**src/rtl/uart_tx_arbiter.sv**
```systemverilog
// Round-robin arbiter sharing one UART transmitter among four byte sources.
// Issues a single start pulse per frame and paces grants by a fixed frame interval.
module uart_tx_arbiter #(
    parameter int CLK_FREQ   = 100_000_000,
    parameter int BAUD       = 9600,
    parameter int FRAME_BITS = 10,
    parameter int GUARD_BITS = 1
) (
    input  logic        clk,
    input  logic        reset_n,
    input  logic [3:0]  req,
    input  logic [31:0] req_data,
    output logic [3:0]  grant,
    output logic [1:0]  grant_idx,
    output logic        tx_start,
    output logic [7:0]  tx_data,
    output logic        busy
);

    localparam int CLKS_PER_BIT = CLK_FREQ / BAUD;
    localparam int FRAME_CYCLES = CLKS_PER_BIT * (FRAME_BITS + GUARD_BITS);
    localparam int CNT_W        = $clog2(FRAME_CYCLES + 1);
    localparam logic [CNT_W-1:0] CNT_LOAD = CNT_W'(FRAME_CYCLES - 1);
    localparam logic [CNT_W-1:0] CNT_ZERO = {CNT_W{1'b0}};
    localparam logic [CNT_W-1:0] CNT_ONE  = CNT_W'(1);

    typedef enum logic [1:0] {
        ST_IDLE = 2'd0,
        ST_SEND = 2'd1,
        ST_HOLD = 2'd2
    } state_t;

    state_t           r_state;
    logic [1:0]       r_ptr;
    logic [CNT_W-1:0] r_cnt;
    logic [3:0]       r_grant;
    logic [1:0]       r_grant_idx;
    logic             r_tx_start;
    logic [7:0]       r_tx_data;
    logic             r_busy;

    state_t           w_state_nxt;
    logic [1:0]       w_ptr_nxt;
    logic [CNT_W-1:0] w_cnt_nxt;
    logic [3:0]       w_grant_nxt;
    logic [1:0]       w_grant_idx_nxt;
    logic             w_tx_start_nxt;
    logic [7:0]       w_tx_data_nxt;
    logic             w_busy_nxt;
    logic [1:0]       w_win;
    logic             w_found;

    // Round-robin search starting at the pointer: first requester in order p..p+3 wins.
    always_comb begin
        logic [1:0] v_cand;
        logic       v_hit;
        w_win   = r_ptr;
        w_found = 1'b0;
        v_cand  = 2'b00;
        v_hit   = 1'b0;
        for (int k = 0; k < 4; k++) begin
            v_cand  = r_ptr + 2'(k);
            v_hit   = !w_found && req[v_cand];
            w_win   = v_hit ? v_cand : w_win;
            w_found = w_found | v_hit;
        end
    end

    // Next-state and next-output logic; every output is registered below.
    always_comb begin
        w_state_nxt     = r_state;
        w_ptr_nxt       = r_ptr;
        w_cnt_nxt       = r_cnt;
        w_grant_nxt     = 4'b0000;
        w_grant_idx_nxt = r_grant_idx;
        w_tx_start_nxt  = 1'b0;
        w_tx_data_nxt   = r_tx_data;
        case (r_state)
            ST_IDLE: begin
                if (w_found) begin
                    w_state_nxt     = ST_SEND;
                    w_grant_nxt     = 4'b0001 << w_win;
                    w_grant_idx_nxt = w_win;
                    w_tx_start_nxt  = 1'b1;
                    w_tx_data_nxt   = req_data[{w_win, 3'b000} +: 8];
                    w_cnt_nxt       = CNT_LOAD;
                    w_ptr_nxt       = w_win + 2'd1;
                end else begin
                    w_state_nxt = ST_IDLE;
                end
            end
            ST_SEND: begin
                // The SEND cycle already counts as the first cycle of the frame.
                if (r_cnt == CNT_ZERO) begin
                    w_state_nxt = ST_IDLE;
                end else begin
                    w_state_nxt = ST_HOLD;
                    w_cnt_nxt   = r_cnt - CNT_ONE;
                end
            end
            ST_HOLD: begin
                if (r_cnt == CNT_ZERO) begin
                    w_state_nxt = ST_IDLE;
                end else begin
                    w_cnt_nxt = r_cnt - CNT_ONE;
                end
            end
            default: begin
                w_state_nxt = ST_IDLE;
                w_cnt_nxt   = CNT_ZERO;
            end
        endcase
        w_busy_nxt = (w_state_nxt != ST_IDLE);
    end

    // State and output registers; reset abandons any in-flight frame.
    always_ff @(posedge clk or negedge reset_n) begin
        if (!reset_n) begin
            r_state     <= ST_IDLE;
            r_ptr       <= 2'd0;
            r_cnt       <= CNT_ZERO;
            r_grant     <= 4'b0000;
            r_grant_idx <= 2'd0;
            r_tx_start  <= 1'b0;
            r_tx_data   <= 8'h00;
            r_busy      <= 1'b0;
        end else begin
            r_state     <= w_state_nxt;
            r_ptr       <= w_ptr_nxt;
            r_cnt       <= w_cnt_nxt;
            r_grant     <= w_grant_nxt;
            r_grant_idx <= w_grant_idx_nxt;
            r_tx_start  <= w_tx_start_nxt;
            r_tx_data   <= w_tx_data_nxt;
            r_busy      <= w_busy_nxt;
        end
    end

    assign grant     = r_grant;
    assign grant_idx = r_grant_idx;
    assign tx_start  = r_tx_start;
    assign tx_data   = r_tx_data;
    assign busy      = r_busy;

endmodule

```
**config.mk**
```make
export PLATFORM = sky130hd
export DESIGN_NAME = uart_tx_arbiter
export DESIGN_NICKNAME = d
export VERILOG_FILES = /design/src/rtl/uart_tx_arbiter.sv
export SDC_FILE = /design/constraint.sdc
export NUM_CORES = 1
export LEC_CHECK = 0
export CORE_UTILIZATION = 53
export CTS_CLUSTER_SIZE = 16
export DETAILED_ROUTE_END_ITERATION = 7
export PLACE_DENSITY = 0.9
export SETUP_SLACK_MARGIN = 0.15
export SLEW_MARGIN = 20
export SYNTH_ARGS = -nofsm -noshare
export SYNTH_HDL_FRONTEND = slang
export SYNTH_SLANG_ARGS = --single-unit
```
**constraint.sdc**
```tcl
create_clock -name clk -period 3.33 [get_ports clk]
set_input_delay 0.666 -clock clk [delete_from_list [all_inputs] [get_ports clk]]
set_output_delay 0.666 -clock clk [all_outputs]
set_load 0.02 [all_outputs]
```
==> summary.md, run 1 <==
| Metric | Value |
|---|---|
| PD cells | ~340 mW/mm² |
| Post-synthesis sequential area ratio | 41.5% |
| Number of setup buffers added after CTS | 0 |
| CP endpoint | tx_data[5] |
| Final slew viol count | 0 |
| R2r worst-path depth | 7 |
| Final net count | 332 |
| Data arrival, critical path | 2.70 ns |
| Vias per cell | 6.19 |
| Post-synthesis adder-cell area fraction | under 10% |
| Status | complete, no violations |
| Minimum clock period | 2.56 ns |
| Die height | 66.9 µm |
| WP data required | 3.46 ns |
| Post-synthesis compound-gate area fraction | roughly 22% |
| Leak | 1.23 nW |
| Layout area overhead | 31.1% |
| Final Hold Fails | 0 |
| Initial core utilization | 55.4% |
| DPL Wire Length | 3840 µm |
| Total core area | 0.00403 mm² |
| Max_slew headroom | 46.5% |
| Period utilisation layout | 77.0% |
| Largest family of logic cells by synthesized area | simple AND/OR/NAND/NOR gates |
| Setup CP Type | input pin to flip-flop |
| Clk sink count | 37 |
| Antenna cell count | 0 |
| Share of layout cells above drive strength 1 | 9.09% |
| Setup slack after layout | 0.766 ns |
| Initial antenna violation count | 0 |
| RSZ-0062 raised after global routing | no |
| Row count | 23 |
| Final WL | 5470 µm |
| Clock buffer depth | 2 |
| Mapped Cells | approximately 230 |
| Pre-antenna DRT Iters | 5 |
| Peak supply drop | 0.000222 V |
| Crit-path max FO | 18 |
| Die Area | between 0.004 and 0.005 mm² |
| Pin count of the biggest net entering global routing | 38 |
| Worst hold slack | 0.460 ns |
| Worst Setup SP | req[2] |
| CP Capture Type | flip-flop |
| Fraction of registers with async set/reset | 100% |
| Startpoint Class | input pin |
| Synth top area cells | dfrtp_1, a211oi_1, ha_1 |
| Final GP Congestion | roughly 0.90 |
| Post-CTS Hold Fix Bufs | 0 |
| Setup Viol. Count Final | 0 |
| Proportion of synthesized area in mux cells | 4.60% |
| Syn. warnings | 0 |
| Count leader, synth | dfrtp_1 |
| Worst R2R Setup Slack | 0.82 ns |
| R2R Path Start | r_state[0] |
| Routed len/inst | 16.3 µm |
| Clk slew on worst S/H paths | 0.08 ns |
| R2R Path End | r_cnt[8] |
| Post-synth top flop | dfrtp_1 |
| Most frequent cells after synthesis | dfrtp_1, nor2_1, a211oi_1, o21ai_0, nand2_1 |
| IO Count | 54 |
| Post-synthesis register bit count | 37 |
| Worst-Margin Slew | around 0.8 ns |
| Synth Area in Simple Gates | about 23% |
| Number of flops mapped to enable cells by yosys | 0 |
| Die X-Extent | between 60 and 70 µm |
| First-pass GRT wire length | 8890 µm |
| ANT nets after route | 0 |
| Post-Syn Nets | between 200 and 300 |
| GRT overflow | 0 |
| Synth cell types | 53 |
| Total negative slack | 0 ns |
| Max-cap violations | 0 |
| Worst-case clock skew | 0.00346 ns |
| CTS tree | yes |
| Post-route cell area | 0.00293 mm² |
| Final-layout fill cell count | just under 300 |
| Number of DRC markers in iteration 0 | approximately 180 |
| All-Layer GR Usage | 26.7% |
| Worst Hold Class | input pin to asynchronous set/reset pin |
| Vias in the first global route | 1922 |
| Clock Tree Root | clkbuf_8 |
| Mapped Area | 0.00223 mm² |
| Biggest area consumer among synthesized cells | dfrtp_1 |
| Share of Yosys cell area claimed by the top area cell type | 41.5% |
| Via count | 2081 |
| Worst skew pair latency | 0.29 ns |
| Residual DRC count | 0 |
| CTS buffer count | 5 |
| I/O Buffers | between 50 and 60 |
| Synth Area per Inst | 9.62 µm² |
| Maximum clock frequency | 390 MHz |
| Synth Area in XOR/XNOR | 0% |
| Post-CTS Resized | 0 |
| H-tree depth | 2 |
| Area after DPL | 0.00279 mm² |
| Dpl ws | between 0.4 and 0.5 ns |
metrics by stage:
| stage | util (%) | cells | total power [mW] |
|---|---|---|---|
| floorplan | - | 232 | 0.485 |
| detailed placement | 69.2 | 328 | 0.544 |
| CTS | 72.6 | 336 | 1.01 |
| global route | 72.6 | 336 | 1.04 |
| finish | 72.6 | 336 | 1.01 |
| global placement | 69.2 | 328 | 0.542 |
logic make-up after synthesis:
group,Yosys count
and+or+nand+nor,85
muxes,10
adders and majority gates,9
buffers and inverters,19
DFF,37
AOI/OAI and AO/OA,72
flip-flops by register name, summed over array words and instances, names as in the netlist:
signal and cells:
tx_data 8, r_cnt 17, tx_start 1, busy 1
r_state 2, r_ptr 2, grant 4, grant_idx 2
report_power, final:
part | internal (mW) | switching (mW) | total, mW
clock network | 0.302 | 0.171 | 0.473
registers | 0.449 | 0 | 0.449
logic | 0.0504 | 0.0349 | 0.0854
total | 0.801 | 0.206 | 1.01
worst min path at each step:
stage / endpoint / slack [ns] / from
floorplan: busy / 0.37 / reset_n
global placement: grant_idx[0] / 0.49 / grant_idx[0]
detailed placement: r_cnt[14] / 0.50 / r_cnt[14]
CTS: r_cnt[11] / 0.48 / reset_n
global route: r_cnt[14] / 0.52 / r_cnt[14]
finish: r_cnt[9] / 0.46 / reset_n
worst max-delay path, cell delays in order:
cell,delay [ns]
clkdlybuf4s50_1,0.48
nor2b_1,0.19
o21ai_1,0.44
and3_1,0.38
inv_4,0.15
a211oi_1,0.29
a211oi_1,0.09
per-layer routing:
metal / global-route usage (%) / vias up / routed length, µm
met5: 0 / - / 0
met4: 8.51 / 0 / 51
met3: 6.16 / 9 / 347
met2: 41.2 / 96 / 2640
met1: 36.6 / 1004 / 2430
li1: - / 972 / -
area by class of cell:
type	count	area (µm²)	area share [%]
multi-input cells	176	1220	41.7
well taps	50	62.6	2.14
clock buffers	5	68.8	2.35
inverters	10	40.0	1.37
flip-flops and latches	37	926	31.7
clock inverters	3	68.8	2.35
repair buffers	55	541	18.5
layout by cell type (no fill, tap or decap), types with 3 or more instances in the layout:
| master | instances |
|---|---|
| and4_1 | 8 |
| a211oi_1 | 16 |
| clkdlybuf4s50_1 | 52 |
| inv_1 | 9 |
| o21ai_0 | 16 |
| nor4_1 | 3 |
| o31ai_1 | 3 |
| nor2_1 | 24 |
| a31oi_1 | 3 |
| nor2b_1 | 6 |
| o311ai_0 | 4 |
| nand3_1 | 4 |
| o21ai_1 | 3 |
| and2_1 | 6 |
| mux2i_1 | 8 |
| nand2b_1 | 3 |
| clkbuf_8 | 5 |
| ha_1 | 9 |
| o211ai_1 | 3 |
| nand2_1 | 12 |
| dfrtp_1 | 37 |
| nor3_1 | 3 |
| a21oi_1 | 9 |
(Power assumes the default switching activity.)
==> inputs of run 2 (changes only) <==
Settings changed: CORE_UTILIZATION 53 to 50, PLACE_DENSITY 0.9 to 0.86.
Clock period 3.33 ns to 2.6 ns, I/O delays scaled along.
==> summary.md, run 2 (synthesized netlist as in run 1, its figures left out) <==
| Metric | Value |
|---|---|
| Post-CTS Resized | 0 |
| Post-CTS Hold Fix Bufs | 0 |
| Worst-Margin Slew | 0.803 ns |
| Final net count | 337 |
| End-of-flow core utilization | about 70% |
| Worst-path cell chain | or4_4 > nor4_4 > nand3_1 > nand2_1 > o311ai_0 |
| Via count | 2013 |
| Data arrival, critical path | 2.40 ns |
| Number of DRC markers in iteration 0 | 145 |
| All-Layer GR Usage | 24.4% |
| Total core area | 0.00414 mm² |
| Max-cap violations | 0 |
| Critical path's slowest cell | or4_4 |
| Minimum clock period | between 2 and 2.5 ns |
| Vias per cell | 5.92 |
| Vias in the first global route | 1917 |
| Setup Viol. Count Final | 0 |
| IO Count | 54 |
| Clk sink count | 37 |
| I/O Buffers | 53 |
| Die height | 68.8 µm |
| Final-layout fill cell count | 338 |
| WP buf/inv | 0 |
| Total negative slack | 0 ns |
| Status | complete, no violations |
| GRT overflow | 0 |
| Max_slew headroom | 46.5% |
| PD cells | 371 mW/mm² |
| Top reg by flops | r_cnt |
| Max reg flops | 17 |
| Final cell count without fillers | 340 |
| Worst skew pair latency | 0.29 ns |
| Number of setup buffers added after CTS | 0 |
| Final slew viol count | 0 |
| Peak supply drop | about 0.00020 V |
| Worst path max stage delay | 0.62 ns |
| Top cell family by delay on the critical path | simple AND/OR/NAND/NOR gates |
| Clk slew on worst S/H paths | 0.07 ns |
| CP Capture Type | flip-flop |
| WP data required | 2.72 ns |
| H-tree depth | 2 |
| Layout area overhead | 30.5% |
| Final WL | around 5300 µm |
| First-pass GRT wire length | 8480 µm |
| CTS tree | yes |
| Residual DRC count | 0 |
| Maximum clock frequency | 438 MHz |
| Pre-antenna DRT Iters | 4 |
| RSZ-0062 raised after global routing | no |
| Worst hold slack | 0.320 ns |
| Pin count of the biggest net entering global routing | 38 |
| Initial antenna violation count | 0 |
| CTS buffer count | 5 |
| Period utilisation layout | just under 90% |
| Worst R2R Setup Slack | 0.32 ns |
| Antenna cell count | 0 |
| Clock Tree Root | clkbuf_8 |
| DPL Wire Length | 3930 µm |
| Worst Hold Class | input pin to asynchronous set/reset pin |
| Die X-Extent | 68.8 µm |
| Placed cell count | 333 |
| Final Hold Fails | 0 |
| Die Area | about 0.0047 mm² |
| Final GP Congestion | 0.867 |
| Worst-case clock skew | 0.00531 ns |
| Share of layout cells above drive strength 1 | 10.0% |
| Routed len/inst | ~16 µm |
| Crit-path max FO | 8 |
| Clock buffer depth | 2 |
| Most frequent cells in the layout | clkdlybuf4s50_1, dfrtp_1, nor2_1, o21ai_0, a211oi_1 |
| Leak | around 1.2 nW |
| ANT nets after route | 0 |
| Row count | 23 |
| Commonest non-fill, non-tap cell in the layout | clkdlybuf4s50_1 |
| Initial core utilization | 53.8% |
| Setup CP Type | flip-flop to flip-flop |
| Startpoint Class | flip-flop |
run 2: per-stage QoR:
step	setup WS (ns)	cell area [µm²]	power [mW]
after floorplan	0.668	2230	0.621
after global placement	0.115	2830	0.698
after detailed placement	0.101	2830	0.699
after CTS	0.337	2910	1.09
after global routing	0.192	2910	1.13
final	0.318	2910	1.08
run 2: cell type report:
cell class	count	area (µm²)	share of cell area, %
multi-input cells	176	1220	41.9
well taps	50	62.6	2.15
clock buffers	7	86.3	2.97
flip-flops and latches	37	926	31.8
inverters	10	40.0	1.38
repair buffers	60	578	19.9
run 2: worst paths after layout:
kind / to / from / cells past startpoint
max reg2reg: r_cnt[12] / r_cnt[7] / 5
min: r_cnt[5] / reset_n / 1
max in group asynchronous: grant[1] / reset_n / 1
min in group clk: grant_idx[0] / grant_idx[0] / 1
min reg2reg: grant_idx[0] / grant_idx[0] / 1
max: r_cnt[12] / r_cnt[7] / 5
run 2: per-layer routing:
| layer | GRT usage (%) | share of wire (%) |
|---|---|---|
| met1 | 32.4 | 44 |
| met2 | 39.0 | 48 |
| met3 | 5.26 | 6.5 |
| met4 | 9.18 | 1.1 |
| met5 | 0 | 0 |
run 2: power by group:
part	leakage [nW]	internal [mW]	switching, mW	total [mW]
clock network	0.0443	0.210	0.184	0.394
registers	0.444	0.576	0	0.576
logic	0.745	0.0667	0.0448	0.111
==> inputs of run 3 (changes only) <==
Settings changed: CORE_UTILIZATION 50 to 53, PLACE_DENSITY 0.86 to 0.9.
Clock period 2.6 ns to 2.9 ns, I/O delays scaled along.
==> summary.md, run 3 (synthesized netlist as in run 1, its figures left out) <==
| Metric | Value |
|---|---|
| Worst skew pair latency | 0.29 ns |
| Die Area | 0.00447 mm² |
| R2R Path End | r_cnt[5] |
| Worst-case clock skew | approximately 0.0057 ns |
| CP Capture Type | flip-flop |
| Setup slack after layout | 0.462 ns |
| Max-cap violations | 0 |
| CTS tree | yes |
| Clk slew on worst S/H paths | 0.07 ns |
| WP buf/inv | 2 |
| Top cell family by delay on the critical path | compound AO/OA/AOI/OAI gates |
| Number of DRC markers in iteration 0 | between 150 and 200 |
| Layout area overhead | 31.2% |
| Pre-antenna DRT Iters | 6 |
| Final slew viol count | 0 |
| Final net count | 335 |
| DPL Wire Length | 3880 µm |
| Worst hold slack | between 0.3 and 0.4 ns |
| Vias in the first global route | 1985 |
| Leak | 1.24 nW |
| H-tree depth | 2 |
| Data arrival, critical path | 2.63 ns |
| Total negative slack | 0 ns |
| Via count | 2089 |
| Final-layout fill cell count | just under 300 |
| I/O Buffers | 53 |
| Max reg flops | 17 |
| WP data required | 3.10 ns |
| Status | complete, no violations |
| Pin count of the biggest net entering global routing | 38 |
| Post-route cell area | 0.00293 mm² |
| Max_slew headroom | 45.1% |
| R2r worst-path depth | 5 |
| Residual DRC count | 0 |
| Total core area | 0.00403 mm² |
| Share of layout cells above drive strength 1 | 9.69% |
| Most frequent cells in the layout | clkdlybuf4s50_1, dfrtp_1, nor2_1, o21ai_0, a211oi_1 |
| R2R Path Start | r_cnt[6] |
| Final Hold Fails | 0 |
| ANT nets after route | 0 |
| Setup CP Type | input pin to flip-flop |
| Maximum clock frequency | 410 MHz |
| Die X-Extent | 66.9 µm |
| Antenna cell count | 0 |
| Period utilisation layout | 84.1% |
| Startpoint Class | input pin |
| GRT overflow | 0 |
| Number of setup buffers added after CTS | 0 |
| Dpl ws | 0.195 ns |
| Post-CTS Hold Fix Bufs | 0 |
| PD cells | approximately 370 mW/mm² |
| Worst-Margin Slew | slightly above 0.8 ns |
| RSZ-0062 raised after global routing | no |
| Routed len/inst | 15.8 µm |
| Worst R2R Setup Slack | about 0.52 ns |
| All-Layer GR Usage | 26.3% |
| Top reg by flops | r_cnt |
| First-pass GRT wire length | about 8900 µm |
| Worst Hold Class | input pin to asynchronous set/reset pin |
| Setup Viol. Count Final | 0 |
| Worst-path cell chain | clkdlybuf4s50_1 > nor2b_1 > o21ai_1 > and3_1 > inv_4 > mux2i_1 > a211oi_1 |
| Die height | 66.9 µm |
| Peak supply drop | ~0.0002 V |
| Row count | 23 |
| CTS buffer count | 5 |
| Initial antenna violation count | 0 |
| Minimum clock period | approximately 2.4 ns |
| Vias per cell | 6.16 |
| Initial core utilization | a little under three fifths |
| Critical path's slowest cell | clkdlybuf4s50_1 |
| Post-CTS Resized | 0 |
| Final GP Congestion | 0.861 |
| Final WL | 5370 µm |
| Commonest non-fill, non-tap cell in the layout | clkdlybuf4s50_1 |
| Clock buffer depth | 2 |
| Worst path max stage delay | 0.48 ns |
| Area after DPL | 0.00281 mm² |
| Crit-path max FO | 18 |
| IO Count | 54 |
| Overall Power | around 1.1 mW |
| Clk sink count | 37 |
| Clock Tree Root | clkbuf_8 |
[run 3: how the worst max path moves through the flow]
stage,from,end,slack (ns),cells past startpoint
floorplan,req[0],tx_data[0],0.91,8
global placement,req[2],r_ptr[1],0.30,6
detailed placement,req[2],tx_data[5],0.19,7
CTS,req[2],tx_data[4],0.48,7
global route,req[2],tx_data[5],0.24,7
finish,req[2],tx_data[3],0.46,7
[run 3: routing by layer]
layer	vias to the layer above	GRT usage [%]	routed length (µm)
met3	8	4.28	344
met1	1010	37.1	2410
met4	0	8.51	48
li1	986	-	-
met5	-	0	0
met2	85	40.9	2560
[run 3: report_power, final]
group / switching [mW] / total [mW] / internal, mW / leakage, nW
sequential: 0 / 0.516 / 0.516 / 0.444
combinational: 0.0409 / 0.0999 / 0.0590 / 0.736
clock: 0.185 / 0.465 / 0.280 / 0.0585
total: 0.226 / 1.08 / 0.855 / 1.24
[run 3: final cells by class]
cell class                      instances  area [µm²]  share of cell area [%]
Inverter                               10        40.0                    1.37
Sequential cell                        37         926                    31.6
Multi-Input combinational cell        176        1220                    41.6
Timing Repair Buffer                   58         563                    19.2
Clock inverter                          1        30.0                    1.03
Clock buffer                            7        86.3                    2.95
Tap cell                               50        62.6                    2.14
[run 3: metrics by stage]
stage	util, %	instances
detailed placement	69.8	331
finish	72.6	339
global route	72.6	339
floorplan	-	232
global placement	69.8	331
CTS	72.6	339
[run 3: worst register-to-register path: cells and delay by family, from the launching register on]
kind               cells  cell delay (ns)
DFF                    1             0.46
AOI/OAI and AO/OA      2             0.44
and+or+nand+nor        3             1.35
